**config.mk**
```make
export PLATFORM = sky130hd
export DESIGN_NAME = fpu_mul_sequencer
export DESIGN_NICKNAME = d
export VERILOG_FILES = /design/src/rtl/fpu_mul_sequencer.sv
export SDC_FILE = /design/constraint.sdc
export NUM_CORES = 1
export LEC_CHECK = 0
export CORE_ASPECT_RATIO = 1.25
export CORE_MARGIN = 3
export CORE_UTILIZATION = 60
export CTS_BUF_LIST = sky130_fd_sc_hd__clkbuf_8
export CTS_CLUSTER_SIZE = 28
export DETAILED_ROUTE_END_ITERATION = 10
export GPL_TIMING_DRIVEN = 1
export PLACE_DENSITY = 0.88
export SYNTH_ARGS = -nofsm -noshare
export SYNTH_HDL_FRONTEND = slang
export SYNTH_SLANG_ARGS = --single-unit
```
**constraint.sdc**
```tcl
create_clock -name clk -period 7.6 [get_ports clk]
set_input_delay 1.9 -clock clk [delete_from_list [all_inputs] [get_ports clk]]
set_output_delay 1.9 -clock clk [all_outputs]
set_load 0.05 [all_outputs]
```
**src/rtl/fpu_mul_sequencer.sv**
```systemverilog
// Four-pass 32x32 unsigned multiply through an external 16x16 multiplier, returning the fixed-point slice.
// Optional FPU_MUL_SATURATE_EN: clamp result to all-ones whenever overflow is flagged.
module fpu_mul_sequencer #(
  parameter int WIDTH = 32,
  parameter int FBITS = 10
) (
  input  logic             clk,
  input  logic             reset,
  input  logic             start,
  input  logic [WIDTH-1:0] operand_1,
  input  logic [WIDTH-1:0] operand_2,
  output logic [15:0]      mult_op_a,
  output logic [15:0]      mult_op_b,
  input  logic [31:0]      mult_product,
  output logic             busy,
  output logic [WIDTH-1:0] result,
  output logic             ready,
  output logic             overflow
);

  typedef enum logic [2:0] {IDLE, PP0, PP1, PP2, PP3, DONE} state_t;

  state_t           state, state_next;
  logic [WIDTH-1:0] a, b;
  logic [63:0]      acc, pp_ext, acc_sum;
  logic             accept, ovf_next;
  logic [WIDTH-1:0] res_next;

  assign accept = start && (state == IDLE || state == DONE);
  assign busy   = (state == PP0) || (state == PP1) || (state == PP2) || (state == PP3);
  assign ready  = (state == DONE);

  always_comb begin
    state_next = state;
    mult_op_a  = 16'h0;
    mult_op_b  = 16'h0;
    pp_ext     = 64'h0;
    case (state)
      IDLE: if (start) state_next = PP0;
      PP0: begin
        mult_op_a  = a[15:0];
        mult_op_b  = b[15:0];
        pp_ext     = {32'h0, mult_product};
        state_next = PP1;
      end
      PP1: begin
        mult_op_a  = a[31:16];
        mult_op_b  = b[15:0];
        pp_ext     = {16'h0, mult_product, 16'h0};
        state_next = PP2;
      end
      PP2: begin
        mult_op_a  = a[15:0];
        mult_op_b  = b[31:16];
        pp_ext     = {16'h0, mult_product, 16'h0};
        state_next = PP3;
      end
      PP3: begin
        mult_op_a  = a[31:16];
        mult_op_b  = b[31:16];
        pp_ext     = {mult_product, 32'h0};
        state_next = DONE;
      end
      DONE: state_next = start ? PP0 : IDLE;
      default: state_next = IDLE;
    endcase
  end

  // acc_sum in PP3 is the exact 64-bit product
  assign acc_sum  = acc + pp_ext;
  assign ovf_next = |acc_sum[63:WIDTH+FBITS];
`ifdef FPU_MUL_SATURATE_EN
  assign res_next = ovf_next ? {WIDTH{1'b1}} : acc_sum[WIDTH+FBITS-1:FBITS];
`else
  assign res_next = acc_sum[WIDTH+FBITS-1:FBITS];
`endif

  always_ff @(posedge clk) begin
    if (reset) begin
      state    <= IDLE;
      a        <= '0;
      b        <= '0;
      acc      <= 64'h0;
      result   <= '0;
      overflow <= 1'b0;
    end else begin
      state <= state_next;
      if (accept) begin
        a   <= operand_1;
        b   <= operand_2;
        acc <= 64'h0;
      end else if (busy) begin
        acc <= acc_sum;
      end
      if (state == PP3) begin
        result   <= res_next;
        overflow <= ovf_next;
      end
    end
  end

endmodule

```
==> flow_summary.toml, run 1 <==
[floorplan]
fp.dieArea_um2 = 19600
chipWidth_um = 126
die_h_um = 156
initial_core_util_pct = 61.5
io_pins = 166
fp-row-count = 54
core_um2 = 17500

[synth]
synthArstFlopShare_pct = 0
synth-edff-count = 0
ys.flop_type = "dfxtp_1"
syn_inst = 1455
synth.net_count = 1618
ys_warn_count = 0
syn_area_um2 = 10800
ys_seq_area_share_pct = 30.5
ys_types = 84
synth_seq_cells = 164
avgSynthCellArea_um2 = 7.39

[grt]
grt_first_pass_wirelength_mm = 55.6
grt_pass1_vias = 10700
antenna_found_initial = 0
grt_start_max_net_pins = 67
grt_usage_pct = 35.1
grt_overflow = 0

[route]
vias = 11400
dr.pass1.iters = 6
routedWlPerCell_um = 19.8
drt_wl_total_mm = 35.6
drt_iter0_markers = 1222
vias_per_cell = 6.33
drtAntennaViolNets = 0
drc = 0

[cells_and_area]
multi_input_area_um2 = 7080
layout_common_cells = "nand2_1 (360), a21oi_1 (216), dfxtp_1 (164), clkdlybuf4s50_1 (164), nor2_1 (71)"
regArea_um2 = 3280
mostFrequentLayoutCell = "nand2_1"
area_growth_pct = 19.6
layout-drive-gt1-share_pct = 5.85
fillers = 1392
final_nets = 1723
final_util_pct = 73.5
diodes = 0

[power]
p_switching_uw = 847
p_seq_share_pct = 41.1
vdd_drop_max_mv = 0.133
power_frac_comb_pct = 29.3
power.leakage_nw = 5.08
p_int_mw = 1.44
swShare_pct = 37.1
p_per_area_nw_per_um2 = 178
p_clk_share_pct = 29.7

[clock_tree]
clock_path_buffers = 2
insertion_delay_ps = 480
cts_buffers = 17
root_buffer = "clkbuf_8"
cts_setup_buffers = 0
cts_tree = "yes"
path_clk_slew_ps = 110
hold_buffers = 0
htree_num_levels = 4
post_cts_resized = 0
clock_sinks = 164

[worst_hold_path]
whs_path_depth = 2
hp-class = "reg2reg"

[critical_path]
worstPathArrival_ps = 5760
worst-path-max-fanout = 4
crit_type = "in2reg"
crit_path_end_kind = "flip-flop"
worstPathRequired_ps = 7990
ff2ff_path_depth = 16
start_kind = "input port"

[place]
portBuffers = 165
dp_hpwl_mm = 26.4
gp_congestion = 1.09

[timing]
worst_pin_slew_ps = 1160
finClkSkew_ps = 21.5
period_needed_ps = 5370
min_period_over_period_pct = 70.7
setup_tns_ps = 0
finalHoldViolations = 0
drv_slew = 0
rsz0062_at_grt = "no"
max_slew_margin_pct = 22.7
setup_viol = 0
fmax_mhz = 186

[status]
outcome = "complete, no violations"

[run]
maxCapViolCount = 0
-- cell usage after synthesis, types with 5 or more instances --
library cell,n,area (um2)
o21ai_0,42,210
o21a_1,6,45.0
nor2b_1,11,68.8
inv_1,12,45.0
xnor2_1,35,307
a31oi_1,5,31.3
or2_2,5,31.3
clkbuf_1,64,240
dfxtp_1,164,3280
o21bai_1,5,37.5
or3_1,6,37.5
xor2_1,23,201
o31ai_1,5,37.5
and2_1,22,138
a22o_1,64,561
buf_2,15,75.1
a21o_1,28,210
nand4_1,13,81.3
nor3_1,26,130
o21ai_1,9,45.0
ha_1,63,788
nand3_1,22,110
nor2_1,72,270
a211o_1,7,61.3
and3_1,33,206
nand2b_1,10,62.6
nand2_1,360,1350
a211oi_1,12,90.1
a21oi_1,216,1080
buf_1,15,56.3
-- power by group through the flow --
stage                     clock [mW]  sequential (mW)  combinational [mW]
after CTS                      0.683            0.939               0.659
after global routing           0.715            0.945               0.717
after floorplan                    0            0.954               0.440
after detailed placement           0            0.959               0.654
final                          0.678            0.939               0.668
after global placement             0            0.956               0.648
-- cells by family (layout without fill, tap and decap cells) --
logic type / count (synthesis) / in the layout / synth area share [%]
multiplexers: 4 / 4 / 0.372
AND/OR/NAND/NOR: 603 / 603 / 25.2
adder cells (fa/ha/maj): 64 / 64 / 7.52
XOR/XNOR: 58 / 58 / 4.72
flip-flops: 164 / 164 / 30.5
AO/OA/AOI/OAI: 454 / 454 / 27.6
buffers and inverters: 108 / 226 / 4.01
-- stage by stage --
| step | std cells | setup WS [ps] | instance area [um2] | hold WS [ps] | power [mW] |
|---|---|---|---|---|---|
| final | 1797 | 2230 | 12900 | 455 | 2.29 |
| after global routing | 1797 | 2050 | 12900 | 472 | 2.38 |
| after CTS | 1797 | 2370 | 12900 | 458 | 2.28 |
| after detailed placement | 1765 | 1870 | 12500 | 446 | 1.61 |
| after global placement | 1765 | 1860 | 12500 | 440 | 1.60 |
| after floorplan | 1455 | 2940 | 10800 | 436 | 1.39 |
-- worst paths after layout --
kind	start	endpoint	slack [ps]
worst max register to register	state[2]	overflow	2770
worst min register to register	result[17]	result[17]	460
worst min-delay path	result[17]	result[17]	460
worst max-delay path	mult_product[0]	overflow	2230
-- flip-flops by register name, summed over array words and instances (netlist names) --
register	flops
overflow	1
a	32
acc	64
result	32
state	3
b	32
-- layout make-up --
type,count,area share (%)
clock inverters,15,1.31
well taps,224,2.18
inverters,13,0.379
repair buffers,181,13.7
multi-input cells,1183,55.0
flip-flops and latches,164,25.5
clock buffers,17,1.82
-- worst max-delay path, stage by stage --
cell and delay [ps]:
clkdlybuf4s50_1 510, and2_1 190, ha_1 200, fa_1 410, a21oi_1 270, o221ai_1 250, a21oi_1 250, o21ai_1 160
a31o_2 320, a41oi_2 350, o31ai_1 160, xor2_1 180, a211oi_1 290, nand4_1 140, o21a_1 180
-- metal layers --
layer | vias up | track usage (%) | routed length (um)
met5 | - | 0 | 0
met1 | 5265 | 42.9 | 13900
met3 | 131 | 8.49 | 3470
met2 | 614 | 56.6 | 16100
met4 | 0 | 20.6 | 2180
li1 | 5366 | - | -
(Power assumes the default switching activity.)
==> inputs of run 2 (changes only) <==
--- a/config.mk
+++ b/config.mk
@@ -7,12 +7,12 @@
 export LEC_CHECK = 0
 export CORE_ASPECT_RATIO = 1.25
 export CORE_MARGIN = 3
-export CORE_UTILIZATION = 60
+export CORE_UTILIZATION = 57
 export CTS_BUF_LIST = sky130_fd_sc_hd__clkbuf_8
 export CTS_CLUSTER_SIZE = 28
 export DETAILED_ROUTE_END_ITERATION = 10
 export GPL_TIMING_DRIVEN = 1
-export PLACE_DENSITY = 0.88
+export PLACE_DENSITY = 0.84
 export SYNTH_ARGS = -nofsm -noshare
 export SYNTH_HDL_FRONTEND = slang
 export SYNTH_SLANG_ARGS = --single-unit
==> constraint.sdc (replaced) <==
create_clock -name clk -period 5.22 [get_ports clk]
set_input_delay 1.305 -clock clk [delete_from_list [all_inputs] [get_ports clk]]
set_output_delay 1.305 -clock clk [all_outputs]
set_load 0.05 [all_outputs]
==> run 2 against run 1 <==
  * Die area rose by 5.0%
  * Combinational power increased by 51%
  * Via count shrank 0.84%
  * Largest cell class unchanged
  * Largest power group unchanged
==> flow_summary.toml, run 2 (synthesized netlist as in run 1, its figures left out) <==
[route]
vias_per_cell = 6.21
drc = 0
drt_iter0_markers = 1240
routedWlPerCell_um = 19.6
drt_wl_total_mm = 35.7
drtAntennaViolNets = 0
vias = 11300
dr.pass1.iters = 6

[critical_path]
start_kind = "flip-flop"
worst-path-max-fanout = 16
crit_path_end_kind = "flip-flop"
worstPathRequired_ps = 5610
crit_type = "reg2reg"
worstPathArrival_ps = 5160

[clock_tree]
cts_setup_buffers = 0
cts_tree = "yes"
htree_num_levels = 4
path_clk_slew_ps = 110
cts_buffers = 17
insertion_delay_ps = 480
post_cts_resized = 0
clock_path_buffers = 2
clock_sinks = 164
root_buffer = "clkbuf_8"
hold_buffers = 0

[place]
dp_hpwl_mm = 26.9
pre_cts_ws_ps = 47.9
portBuffers = 165
gp_congestion = 1.02
placed_cells = 1785
dpl_cell_area_um2 = 12800

[power]
power.leakage_nw = 5.24
p_per_area_nw_per_um2 = 252
vdd_drop_max_mv = 0.274

[floorplan]
core_um2 = 18300
io_pins = 166
die_h_um = 160
fp.dieArea_um2 = 20600
chipWidth_um = 129
fp-row-count = 55
initial_core_util_pct = 58.8

[cells_and_area]
final_util_pct = 71.9
instances_no_fill = 1817
area_growth_pct = 22.3
diodes = 0
largest_reg_flops = 64
final_nets = 1739
regMostFlops = "acc"
layout_common_cells = "nand2_1 (360), a21oi_1 (216), dfxtp_1 (164)"
mostFrequentLayoutCell = "nand2_1"
fillers = 1515
fin_area_um2 = 13200
layout-drive-gt1-share_pct = 7.93

[timing]
fmax_mhz = 209
setup_slack_ps = 445
setup_viol = 0
min_period_over_period_pct = 91.5
finalHoldViolations = 0
finClkSkew_ps = 23.0
setup_tns_ps = 0
worst_pin_slew_ps = 1140
period_needed_ps = 4780
drv_slew = 0
rsz0062_at_grt = "no"
max_slew_margin_pct = 23.8

[grt]
grt_first_pass_wirelength_mm = 55.6
grt_start_max_net_pins = 96
grt_pass1_vias = 10700
grt_overflow = 0
antenna_found_initial = 1
grt_usage_pct = 33.9

[worst_hold_path]
hp-class = "reg2reg"

[run]
maxCapViolCount = 0

[status]
outcome = "complete, no violations"
==> run 2: changes by cell type in the layout (fill, tap and decap cells not counted), moves of 3 or more <==
cell and change:
inv_8 +3, clkdlybuf4s50_1 -17, buf_4 +16, buf_12 +17
clkinv_4 +4, inv_6 -3
==> run 2: critical path, stage by stage, from the launching register on <==
cell	delay [ps]
dfxtp_1	730
nand2b_1	230
nor2_4	460
buf_4	340
a22o_1	210
ha_1	320
nand4_2	200
nor3_1	110
a221oi_1	250
o21ai_0	170
a21o_1	230
o41ai_1	520
buf_4	210
o2111ai_1	100
and4bb_2	330
nand4_1	80
o21a_1	170
==> run 2: path summary, 6_finish.rpt <==
path / start / end / slack (ps) / cells past startpoint
worst min-delay path: result[1] / result[1] / 460 / 2
worst max register to register: state[2] / overflow / 440 / 16
worst max-delay path: state[2] / overflow / 440 / 16
worst min register to register: result[1] / result[1] / 460 / 2
==> run 2: final cells by class <==
cell class	count	area [um2]	area share (%)
repair buffers	197	2060	15.7
clock inverters	15	160	1.22
flip-flops and latches	164	3280	25.0
well taps	228	285	2.17
multi-input cells	1183	7080	53.8
clock buffers	17	234	1.78
inverters	13	48.8	0.371
==> run 2: metal layers <==
| layer | vias to the layer above | GRT usage, % | wire (um) |
|---|---|---|---|
| met3 | 113 | 10.7 | 3660 |
| met2 | 567 | 52.7 | 16100 |
| met5 | - | 0 | 16 |
| li1 | 5396 | - | - |
| met1 | 5202 | 42.2 | 14000 |
| met4 | 2 | 16.7 | 1900 |
==> run 2: stage by stage <==
step | hold slack, ps | total power [mW]
6_report | 458 | 3.32
3_3_place_gp | 441 | 2.38
4_1_cts | 460 | 3.32
3_5_place_dp | 446 | 2.39
2_1_floorplan | 436 | 2.03
5_1_grt | 476 | 3.47
==> run 2: report_power, final <==
| part | switching (mW) | internal [mW] | leakage (nW) |
|---|---|---|---|
| Combinational | 0.651 | 0.358 | 3.71 |
| Sequential | 0.0460 | 1.32 | 1.33 |
| Clock | 0.577 | 0.362 | 0.203 |
| Total | 1.27 | 2.04 | 5.24 |
